`src/rtl/mux_scan_ctrl.sv`:
```
// -----------------------------------------------------------------------------
// mux_scan_ctrl
//
// Scan sequencer for a 16:1 select mux. On a start request in IDLE it steps
// the mux select through channels 0..15. Each channel is given SETTLE wait
// cycles for the mux path to settle, followed by one SAMPLE cycle in which
// the mux output y is stored into frame[sel]. The completed 16-bit frame is
// offered downstream with a valid/ready handshake and held until accepted.
//
// Parameters
//   SETTLE       wait cycles between a select change and its sample (0..15)
//
// Ports
//   clk          in   1   rising-edge clock
//   rst          in   1   synchronous, active-high reset
//   start        in   1   request one 16-channel scan (only seen in IDLE)
//   y            in   1   mux output for the channel currently on sel
//   sel          out  4   mux select, registered
//   busy         out  1   high whenever a scan or handshake is in progress
//   frame        out  16  captured samples, frame[k] = y seen with sel==k
//   frame_valid  out  1   high while a finished frame awaits acceptance
//   frame_ready  in   1   downstream accept, transfer on valid & ready
//
// Every output comes straight from a flop, so there is no combinational
// path from y, start or frame_ready to any output.
// -----------------------------------------------------------------------------
module mux_scan_ctrl #(
    parameter int SETTLE = 1
) (
    input  logic        clk,
    input  logic        rst,
    input  logic        start,
    input  logic        y,
    output logic [3:0]  sel,
    output logic        busy,
    output logic [15:0] frame,
    output logic        frame_valid,
    input  logic        frame_ready
);

    typedef enum logic [1:0] {
        ST_IDLE   = 2'd0,
        ST_SETTLE = 2'd1,
        ST_SAMPLE = 2'd2,
        ST_DONE   = 2'd3
    } state_t;

    // With SETTLE==0 the SETTLE state is never entered; a channel is then a
    // single SAMPLE cycle and the block stays in SAMPLE while sel advances.
    localparam logic       HAS_SETTLE = (SETTLE > 0) ? 1'b1 : 1'b0;
    localparam logic [3:0] RELOAD     = (SETTLE > 0) ? 4'(SETTLE - 1) : 4'd0;
    localparam logic [3:0] LAST_CH    = 4'd15;

    state_t      state_r;
    state_t      state_s;
    logic [3:0]  cnt_r;
    logic [3:0]  cnt_s;
    logic [3:0]  sel_r;
    logic [3:0]  sel_s;
    logic [15:0] frame_r;
    logic [15:0] frame_s;
    logic        busy_r;
    logic        busy_s;
    logic        valid_r;
    logic        valid_s;

    // Next-state, counter, select and frame update logic.
    always_comb begin
        state_s = state_r;
        cnt_s   = cnt_r;
        sel_s   = sel_r;
        frame_s = frame_r;

        case (state_r)
            ST_IDLE: begin
                sel_s = 4'd0;
                if (start) begin
                    if (HAS_SETTLE) begin
                        state_s = ST_SETTLE;
                        cnt_s   = RELOAD;
                    end else begin
                        state_s = ST_SAMPLE;
                    end
                end else begin
                    state_s = ST_IDLE;
                end
            end

            ST_SETTLE: begin
                // Counter was loaded with SETTLE-1, so this state lasts
                // exactly SETTLE cycles before the sample cycle.
                if (cnt_r == 4'd0) begin
                    state_s = ST_SAMPLE;
                end else begin
                    cnt_s = cnt_r - 4'd1;
                end
            end

            ST_SAMPLE: begin
                frame_s[sel_r] = y;
                if (sel_r == LAST_CH) begin
                    // sel stays at 15; it only returns to 0 via DONE->IDLE.
                    state_s = ST_DONE;
                end else begin
                    sel_s = sel_r + 4'd1;
                    if (HAS_SETTLE) begin
                        state_s = ST_SETTLE;
                        cnt_s   = RELOAD;
                    end else begin
                        state_s = ST_SAMPLE;
                    end
                end
            end

            ST_DONE: begin
                // start is deliberately not looked at here: a new scan needs
                // start to be presented again once back in IDLE.
                if (frame_ready) begin
                    state_s = ST_IDLE;
                    sel_s   = 4'd0;
                end else begin
                    state_s = ST_DONE;
                end
            end

            default: begin
                state_s = ST_IDLE;
                cnt_s   = 4'd0;
                sel_s   = 4'd0;
            end
        endcase
    end

    // Status outputs are computed from the next state so they can be
    // registered and still line up with the state register.
    always_comb begin
        busy_s  = 1'b0;
        valid_s = 1'b0;
        if (state_s == ST_IDLE) begin
            busy_s = 1'b0;
        end else begin
            busy_s = 1'b1;
        end
        if (state_s == ST_DONE) begin
            valid_s = 1'b1;
        end else begin
            valid_s = 1'b0;
        end
    end

    // State, counter, select, frame and status registers with synchronous reset.
    always_ff @(posedge clk) begin
        if (rst) begin
            state_r <= ST_IDLE;
            cnt_r   <= 4'd0;
            sel_r   <= 4'd0;
            frame_r <= 16'h0000;
            busy_r  <= 1'b0;
            valid_r <= 1'b0;
        end else begin
            state_r <= state_s;
            cnt_r   <= cnt_s;
            sel_r   <= sel_s;
            frame_r <= frame_s;
            busy_r  <= busy_s;
            valid_r <= valid_s;
        end
    end

    assign sel         = sel_r;
    assign frame       = frame_r;
    assign busy        = busy_r;
    assign frame_valid = valid_r;

endmodule
```
`config.mk`:
```
export PLATFORM = sky130hd
export DESIGN_NAME = mux_scan_ctrl
export DESIGN_NICKNAME = d
export VERILOG_FILES = /design/src/rtl/mux_scan_ctrl.sv
export SDC_FILE = /design/constraint.sdc
export NUM_CORES = 1
export LEC_CHECK = 0
export CORE_UTILIZATION = 35
export DETAILED_ROUTE_END_ITERATION = 12
export GPL_ROUTABILITY_DRIVEN = 0
export MAX_ROUTING_LAYER = met4
export PLACE_DENSITY_LB_ADDON = 0.05
export SLEW_MARGIN = 20
export SYNTH_ARGS = -nofsm -noshare
export SYNTH_HDL_FRONTEND = slang
export SYNTH_SLANG_ARGS = --single-unit
```
`constraint.sdc`:
```
create_clock -name clk -period 1.5 [get_ports clk]
set_input_delay 0.15 -clock clk [delete_from_list [all_inputs] [get_ports clk]]
set_output_delay 0.15 -clock clk [all_outputs]
set_load 0.01 [all_outputs]
```
==> results.md, run 1 <==
* Status: finished, final reports clean
* Initial DRC Count at 90
* Net Switching at 341.0 uW
* Post-DR wirelength/cell at 13.95 um
* Commonest cells after routing, fill and taps aside: 26 x clkdlybuf4s50_1, 24 x dfxtp_1, 19 x a21oi_1
* Netlist cell types at 42
* Final worst path period need at 1432 ps
* Setup crit start kind: flip-flop
* Worst R2R End: state_r[1]
* Vias in the first global route at 1,225
* Switch share at 24.13%
* Reg2Reg Depth at 5
* Hold slack final at 484.0 ps
* Req. time, crit path at 1730 ps
* Cells after Synth at 167
* Diodes inserted at 0
* Ys Warns at 0
* Max VDD drop at 0.0003807 V
* Crit path max fanout at 5
* Syn Nets at 178
* Synth Area per Inst at 8.601 um2
* Starting Density at 37.81%
* Final core occ at 49.87%
* Final HPWL DP at 2.686 mm
* DR vias at 1,331
* WP data arrival at 1660 ps
* Register-to-register setup slack at 70 ps
* Clock Sinks at 28
* Die Width at 66.06 um
* Setup Skew at 4.261 ps
* Worst hold path depth at 2
* TritonCTS clock tree: yes
* Ports at 27
* Die Y at 66.06 um
* First-pass DRT Iterations at 4
* Power share of the sequential group at 54.6%
* CTS root buffer: clkbuf_8
* Num rows at 22
* Critical path class: flip-flop to flip-flop
* Pwr per Cell Area at 746.0 nW/um2
* Placed cells at 247
* I/O Buffers at 26
* Async SR Flop Fraction at 0%
* Power share of the clock group at 33.4%
* Layout Nets at 215
* Clk_lat worst skew at 270 ps
* Final setup viols at 0
* CTS buffer count at 3
* Most common cell after layout, fill and taps aside: clkdlybuf4s50_1
* First-pass GRT wire length at 5.789 mm
* Final Cycle Share at 95.48%
* Final WS setup at 67.73 ps
* Pint at 1072 uW
* Seq/Total Area, Yosys at 39.02%
* Post-Syn Area at 1436 um2
* Clk pin slew, worst setup/hold paths at 100 ps
* GRT Residual Overflow at 0
* Initial antenna violation count at 0
* Fin cells at 251
* Clk buf depth at 2
* Max-cap violation count at 0
* Overall power at 1413 uW
* Core box area at 3799 um2
* Crit Reg-Reg Startpoint: cnt_r[0]
* Antenna violation net count after detailed routing at 0
* Slew @ Worst Pin at 260.7 ps
* Fin. Hold Viols at 0
* Hold Path Class: flip-flop to flip-flop
* Slew Limit Fails at 0
* Residual DRC at 0
* Routed wire length at 3.501 mm
* Seq cells post-synth at 28
* Global-route usage over all layers at 17.71%
* Fmax at 0.6982 GHz
* Layout area overhead at 31.88%
* DIE AREA at 4364 um2
* CTS HTree Levels at 1
* Worst Hold End: frame[5]
* Leak pwr at 0.0006840 uW
* Largest net degree at the start of global routing at 19
* Pre-CTS setup slack at 45.68 ps
* Via/cell ratio at 5.303
* Power share of the combinational group at 12.0%
* Layout cell share with drive strength beyond 1 at 18.23%
* Post-synth EDFFs at 0
* Commonest register cell after synthesis: dfxtp_1
* HP Start: frame[5]
* Setup crit end kind: flip-flop
* Slew HR at 82.59%
layout make-up:
type                    instances  area (um2)
clock buffers                   4       55.05
repair buffers                 43       387.9
multi-input cells             123       807.0
fillers                       367        1904
flip-flops and latches         28       565.5
well taps                      48       60.06
inverters                       5       18.77
state kept, by name, summed over array words and instances (netlist names):
| name | count |
|---|---|
| state_r | 2 |
| cnt_r | 4 |
| frame | 16 |
| busy | 1 |
| frame_valid | 1 |
| sel | 4 |
through the flow:
stage | TNS (ps) | cell area (um2)
floorplan | 0 | 1436
global placement | 0 | 1826
detailed placement | 0 | 1826
CTS | 0 | 1883
global route | -0.3463 | 1894
finish | 0 | 1894
power groups by stage:
stage	Sequential [uW]	Clock (uW)	Combinational (uW)
finish	771	472	170
global route	773	521	187
CTS	770	486	167
detailed placement	787	0	167
global placement	787	0	165
floorplan	782	0	109
critical path, cell delays in order (launching register included):
cell,delay [ps]
dfxtp_1,340
inv_1,90
ha_1,220
or4b_4,490
o211ai_2,80
and3b_1,160
metal layers:
metal	global-route usage [%]	wire (um)	up-vias
met5	-	0	-
met3	2.586	103	4
met2	29.85	1766	26
met4	4.787	25	0
met1	22.04	1606	619
li1	-	-	682
worst max path at each step:
stage,from,endpoint,slack [ps],cells after the start
4_1_cts,cnt_r[0],cnt_r[2],30,5
2_1_floorplan,cnt_r[0],state_r[1],170,5
6_report,cnt_r[0],state_r[1],70,5
3_3_place_gp,frame_ready,sel[2],110,4
3_5_place_dp,cnt_r[0],cnt_r[2],50,5
5_1_grt,sel[1],cnt_r[2],-0.3,4
cell usage after synthesis (5+ instances only):
cell      instances  area share (%)
clkbuf_1          5             1.3
o21ai_0          11             3.8
nand2b_1          5             2.2
ha_1              6             5.2
dfxtp_1          28              39
inv_1             5             1.3
nand4_1           7             3.0
a21oi_1          19             6.6
nand2_1           5             1.3
nand3_1          17             5.9
o21ai_1           5             1.7
nor2_1            6             1.6
cell families (layout without fill, tap and decap cells):
| family | count (synthesis) | after routing | synth area share [%] |
|---|---|---|---|
| and+or+nand+nor | 68 | 68 | 29.44 |
| AOI/OAI and AO/OA | 47 | 47 | 19.43 |
| DFF | 28 | 28 | 39.02 |
| buffers and inverters | 16 | 52 | 5.401 |
| adders and majority gates | 6 | 6 | 5.226 |
| muxes | 2 | 2 | 1.481 |
repair_timing:
action,CTS,global route
resized for setup,2,4
setup endpoints to repair,2,4
buffers inserted,0,0
hold buffers,0,0
Power figures use the tool's default switching activity.
==> inputs of run 2 (changes only) <==
Settings changed: CAP_MARGIN set to 10, CORE_UTILIZATION 35 to 45.
==> run 2 against run 1 <==
Highest routed layer unchanged. Critical path depth is 4 lower. Clock power is 22% lower. Worst setup slack got worse by 15 ps. Sequential share of layout area up 0.85 points. Combinational power is essentially flat. Die area shrank 22%. Maximum frequency shrank 1.0%.
==> results.md, run 2 (same netlist as run 1, synthesis figures left out) <==
* Setup TNS at 0 ps (unchanged)
* Slew Limit Fails at 0 (unchanged)
* Layout cell share with drive strength beyond 1 at 17.09% (was 18.23%)
* Buf/Inv on CP at 1 (unchanged)
* Slowest stage delay, CP at 550 ps (was 490 ps)
* Hold slack final at 486.5 ps (was 484.0 ps)
* Crit path max fanout at 7 (was 5)
* Starting Density at 47.44% (was 37.81%)
* Initial antenna violation count at 0 (unchanged)
* Global-route usage over all layers at 21.85% (was 17.71%)
* Die Width at 58.50 um (was 66.06 um)
* First-pass DRT Iterations at 4 (unchanged)
* Commonest cells after routing, fill and taps aside: 26 x clkdlybuf4s50_1, 23 x dfxtp_1, 19 x a21oi_1 (was 26 x clkdlybuf4s50_1, 24 x dfxtp_1, 19 x a21oi_1)
* Final setup viols at 0 (unchanged)
* Pre-CTS setup slack at 59.97 ps (was 45.68 ps)
* Status: finished, final reports clean (unchanged)
* Antenna violation net count after detailed routing at 0 (unchanged)
* Largest net degree at the start of global routing at 17 (was 19)
* Clock Sinks at 28 (unchanged)
* Post-DR wirelength/cell at 13.65 um (was 13.95 um)
* Largest register FFs at 16 (unchanged)
* First-pass GRT wire length at 5.623 mm (was 5.789 mm)
* Crit Reg-Reg Startpoint: cnt_r[0] (unchanged)
* Slew HR at 80.02% (was 82.59%)
* CP max-delay cell: clkdlybuf4s50_1 (was or4b_4)
* Num rows at 20 (was 22)
* Final HPWL DP at 2.580 mm (was 2.686 mm)
* Critical path class: flip-flop to primary output (was flip-flop to flip-flop)
* Setup Skew at 10.38 ps (was 4.261 ps)
* Die Y at 58.50 um (was 66.06 um)
* Layout Nets at 211 (was 215)
* DR vias at 1,339 (was 1,331)
* Initial DRC Count at 38 (was 90)
* Setup crit end kind: primary output (was flip-flop)
* Vias in the first global route at 1,281 (was 1,225)
* Core box area at 3028 um2 (was 3799 um2)
* Most common cell after layout, fill and taps aside: clkdlybuf4s50_1 (unchanged)
* DIE AREA at 3422 um2 (was 4364 um2)
* HP Start: frame[5] (unchanged)
* Ports at 27 (unchanged)
* Max VDD drop at 0.0004841 V (was 0.0003807 V)
* Via/cell ratio at 5.510 (was 5.303)
* WP data arrival at 1300 ps (was 1660 ps)
* Top Family by Delay on Critical Path: buffers and inverters (was simple AND/OR/NAND/NOR gates)
* Clk pin slew, worst setup/hold paths at 150 ps (was 100 ps)
* GRT Residual Overflow at 0 (unchanged)
* Fmax at 0.6909 GHz (was 0.6982 GHz)
* Hold Path Class: flip-flop to flip-flop (unchanged)
* CTS buffer count at 3 (unchanged)
* Residual DRC at 0 (unchanged)
* Leak pwr at 0.0006634 uW (was 0.0006840 uW)
* Final Cycle Share at 96.49% (was 95.48%)
* Layout area overhead at 29.09% (was 31.88%)
* I/O Buffers at 26 (unchanged)
* Clk buf depth at 2 (unchanged)
* TritonCTS clock tree: yes (unchanged)
* Final WS setup at 52.62 ps (was 67.73 ps)
* Fin. Hold Viols at 0 (unchanged)
* Setup crit start kind: flip-flop (unchanged)
* Critical path startpoint: sel[2] (was cnt_r[0])
* Slew @ Worst Pin at 299.1 ps (was 260.7 ps)
* Pwr per Cell Area at 702.8 nW/um2 (was 746.0 nW/um2)
* Final worst path period need at 1447 ps (was 1432 ps)
* Routed wire length at 3.318 mm (was 3.501 mm)
* Max-cap violation count at 0 (unchanged)
* Diodes inserted at 0 (unchanged)
* CTS HTree Levels at 1 (unchanged)
* Fin cells at 243 (was 251)
* Placed cells at 239 (was 247)
* CTS root buffer: clkbuf_4 (was clkbuf_8)
* Req. time, crit path at 1350 ps (was 1730 ps)
* Clk_lat worst skew at 330 ps (was 270 ps)
* Worst-path cell chain: clkdlybuf4s50_1 (was inv_1 -> ha_1 -> or4b_4 -> o211ai_2 -> and3b_1)
* Register-to-register setup slack at 80 ps (was 70 ps)
[run 2: area by class of cell]
cell class	count	area [um2]
fill	296	1174
sequential	28	569.3
clock buffer	4	36.28
timing repair buffer	39	357.8
inverter	5	18.77
multi-input combinational	123	817.0
tap	44	55.05
[run 2: where the power goes]
group | internal (uW) | switching, uW
sequential | 754 | 16.1
clock | 149 | 217
combinational | 79.7 | 87.5
[run 2: final timing paths]
path           endpoint  cells after the start
max              sel[2]                      1
min            frame[5]                      2
max reg2reg  state_r[1]                      5
min reg2reg    frame[5]                      2
[run 2: what timing repair did]
item                                    CTS  global route
hold endpoints to repair                  0             0
endpoints found under the setup margin    3            18
resized for setup                         3             6
hold buffers                              0             0
buffers inserted                          0             0
[run 2: metal layers]
layer	up-vias	share of wire (%)	global-route usage [%]
li1	672	-	-
met1	627	42	24.28
met2	32	52	38.75
met3	8	3.5	4.396
met4	0	2.2	7.823
met5	-	0	-
[run 2: through the flow]
| step | total power [uW] | instance area, um2 | utilization, % |
|---|---|---|---|
| after detailed placement | 951.1 | 1790 | 59.13 |
| after CTS | 1314 | 1831 | 60.45 |
| after floorplan | 891.2 | 1436 | - |
| after global routing | 1361 | 1854 | 61.24 |
| final | 1303 | 1854 | 61.24 |
| after global placement | 948.2 | 1790 | 59.13 |
==> inputs of run 3 (changes only) <==
Settings changed: CAP_MARGIN 10 to not set.
Clock period 1.5 ns to 1.65 ns, I/O delays scaled along.
==> run 3 against run 2 <==
Final cell count fell by 1.6%. Power grew 0.40%. Critical path depth stayed put. Cell area down 1.6%. Via count shrank 0.60%. Routed wire length is 1.4% higher. Worst setup slack improved by 53 ps. Register-to-register slack better by 70 ps. Clock-buffer cell count decreased by 1. Critical path type unchanged. Critical endpoint unchanged.
==> results.md, run 3 (same netlist as run 1, synthesis figures left out) <==
* Post-CTS Setup Inserts at 0 (unchanged)
* GRT Residual Overflow at 0 (unchanged)
* Slew HR at 65.10% (was 80.02%)
* Global-route usage over all layers at 23.11% (was 21.85%)
* Clk buf depth at 2 (unchanged)
* HP Start: frame[1] (was frame[5])
* Layout area overhead at 27.09% (was 29.09%)
* Diodes inserted at 0 (unchanged)
* Layout Nets at 207 (was 211)
* Routed wire length at 3.364 mm (was 3.318 mm)
* Worst hold path depth at 2 (unchanged)
* Layout cell share with drive strength beyond 1 at 11.79% (was 17.09%)
* Worst R2R End: cnt_r[2] (was state_r[1])
* Hold slack final at 491.7 ps (was 486.5 ps)
* Setup Skew at 7.602 ps (was 10.38 ps)
* Post-CTS sizing at 0 (was 3)
* Overall power at 1308 uW (was 1303 uW)
* Setup TNS at 0 ps (unchanged)
* Commonest cells after routing, fill and taps aside: 28 x dfxtp_1, 26 x clkdlybuf4s50_1, 19 x a21oi_1 (was 26 x clkdlybuf4s50_1, 23 x dfxtp_1, 19 x a21oi_1)
* Clock Sinks at 28 (unchanged)
* Worst-path cell chain: clkdlybuf4s50_1 (unchanged)
* Buf/Inv on CP at 1 (unchanged)
* Fin. Hold Viols at 0 (unchanged)
* Largest net degree at the start of global routing at 22 (was 17)
* Slowest stage delay, CP at 580 ps (was 550 ps)
* Hold Buf Count CTS at 0 (unchanged)
* Initial DRC Count at 76 (was 38)
* TritonCTS clock tree: yes (unchanged)
* Via/cell ratio at 5.569 (was 5.510)
* Die Y at 58.50 um (unchanged)
* Final setup viols at 0 (unchanged)
* Setup crit start kind: flip-flop (unchanged)
* Setup crit end kind: primary output (unchanged)
* Req. time, crit path at 1480 ps (was 1350 ps)
* First-pass DRT Iterations at 4 (unchanged)
* CTS buffer count at 3 (unchanged)
* Pwr per Cell Area at 716.7 nW/um2 (was 702.8 nW/um2)
* Largest register FFs at 16 (unchanged)
* Residual DRC at 0 (unchanged)
* Final worst path period need at 1545 ps
* I/O Buffers at 26 (unchanged)
* Vias in the first global route at 1,331 (was 1,281)
* Crit path max fanout at 8 (was 7)
* Leak pwr at 0.0006466 uW (was 0.0006634 uW)
* Num rows at 20 (unchanged)
* DR vias at 1,331 (was 1,339)
* Slew @ Worst Pin at 522.7 ps (was 299.1 ps)
* Reg2Reg Depth at 4 (was 5)
* Power share of the clock group at 35.0% (was 28.1%)
* Slew Limit Fails at 0 (unchanged)
* Design area at 1826 um2 (was 1854 um2)
* Core box area at 3028 um2 (unchanged)
* Post-DR wirelength/cell at 14.08 um (was 13.65 um)
* Fill cells at 282 (was 296)
* Crit Reg-Reg Startpoint: sel[0] (was cnt_r[0])
* Critical Path Stages at 1 (unchanged)
* Critical path class: flip-flop to primary output (unchanged)
* DIE AREA at 3422 um2 (unchanged)
* RSZ-0062 raised after global routing: no
* Ports at 27 (unchanged)
* Worst Hold End: frame[1] (was frame[5])
* Final Cycle Share at 93.61%
* Die Width at 58.50 um (unchanged)
* Clk_lat worst skew at 340 ps (was 330 ps)
* Most common cell after layout, fill and taps aside: dfxtp_1 (was clkdlybuf4s50_1)
* Hold Path Class: flip-flop to flip-flop (unchanged)
* Net Switching at 306.3 uW (was 320.9 uW)
* Final HPWL DP at 2.502 mm (was 2.580 mm)
* Max-cap violation count at 0 (unchanged)
* WP data arrival at 1380 ps (was 1300 ps)
* Power share of the sequential group at 53.8% (was 59.1%)
* First-pass GRT wire length at 5.920 mm (was 5.623 mm)
* Switch share at 23.41% (was 24.62%)
* CP max-delay cell: clkdlybuf4s50_1 (unchanged)
* Status: finished, final reports clean (unchanged)
* Fmax at 0.6474 GHz
* Max VDD drop at 0.0003860 V (was 0.0004841 V)
* CTS HTree Levels at 1 (unchanged)
* Power share of the combinational group at 11.2% (was 12.8%)
* Top Family by Delay on Critical Path: buffers and inverters (unchanged)
* CTS root buffer: clkbuf_4 (unchanged)
* Pint at 1002 uW (was 982.3 uW)
* Antenna violation net count after detailed routing at 0 (unchanged)
* Starting Density at 47.44% (unchanged)
* Register-to-register setup slack at 150 ps (was 80 ps)
* Clk pin slew, worst setup/hold paths at 150 ps (about the same)
* Placed Instance Area at 1773 um2 (was 1790 um2)
* Initial antenna violation count at 0 (unchanged)
## run 3: power by group through the flow
stage          registers (uW)  clock network, uW  logic, uW
6_report                  704                459        146
5_1_grt                   706                510        163
4_1_cts                   704                470        147
3_5_place_dp              718                  0        147
3_3_place_gp              717                  0        144
2_1_floorplan             711                  0       99.5
## run 3: cell type report
cell class | count | area [um2] | area share [%]
inverters | 5 | 18.77 | 1.028
well taps | 44 | 55.05 | 3.016
clock inverters | 1 | 30.03 | 1.645
clock buffers | 3 | 22.52 | 1.234
multi-input cells | 123 | 798.3 | 43.73
flip-flops and latches | 28 | 560.5 | 30.71
repair buffers | 35 | 340.3 | 18.64
## run 3: worst max-delay path by stage
stage,endpoint,from,slack [ps]
after floorplan,state_r[1],cnt_r[0],320
after global placement,cnt_r[2],sel[0],200
after detailed placement,cnt_r[2],sel[0],150
after CTS,sel[0],sel[0],100
after global routing,frame[0],state_r[0],30
final,sel[2],sel[2],110
## run 3: routing by layer
metal / vias to the layer above / global-route usage (%) / part of all wire (%)
met5: - / - / 0
met4: 0 / 8.163 / 1.1
met3: 5 / 3.297 / 3.4
met2: 29 / 41.22 / 53
met1: 630 / 26.37 / 42
li1: 667 / - / -
## run 3: per-stage QoR
| step | worst slack, ps | instances | utilization (%) |
|---|---|---|---|
| 2_1_floorplan | 318.9 | 167 | - |
| 3_3_place_gp | 200.0 | 235 | 58.55 |
| 3_5_place_dp | 149.2 | 235 | 58.55 |
| 4_1_cts | 104.6 | 239 | 60.29 |
| 5_1_grt | 30.39 | 239 | 60.29 |
| 6_report | 105.4 | 239 | 60.29 |
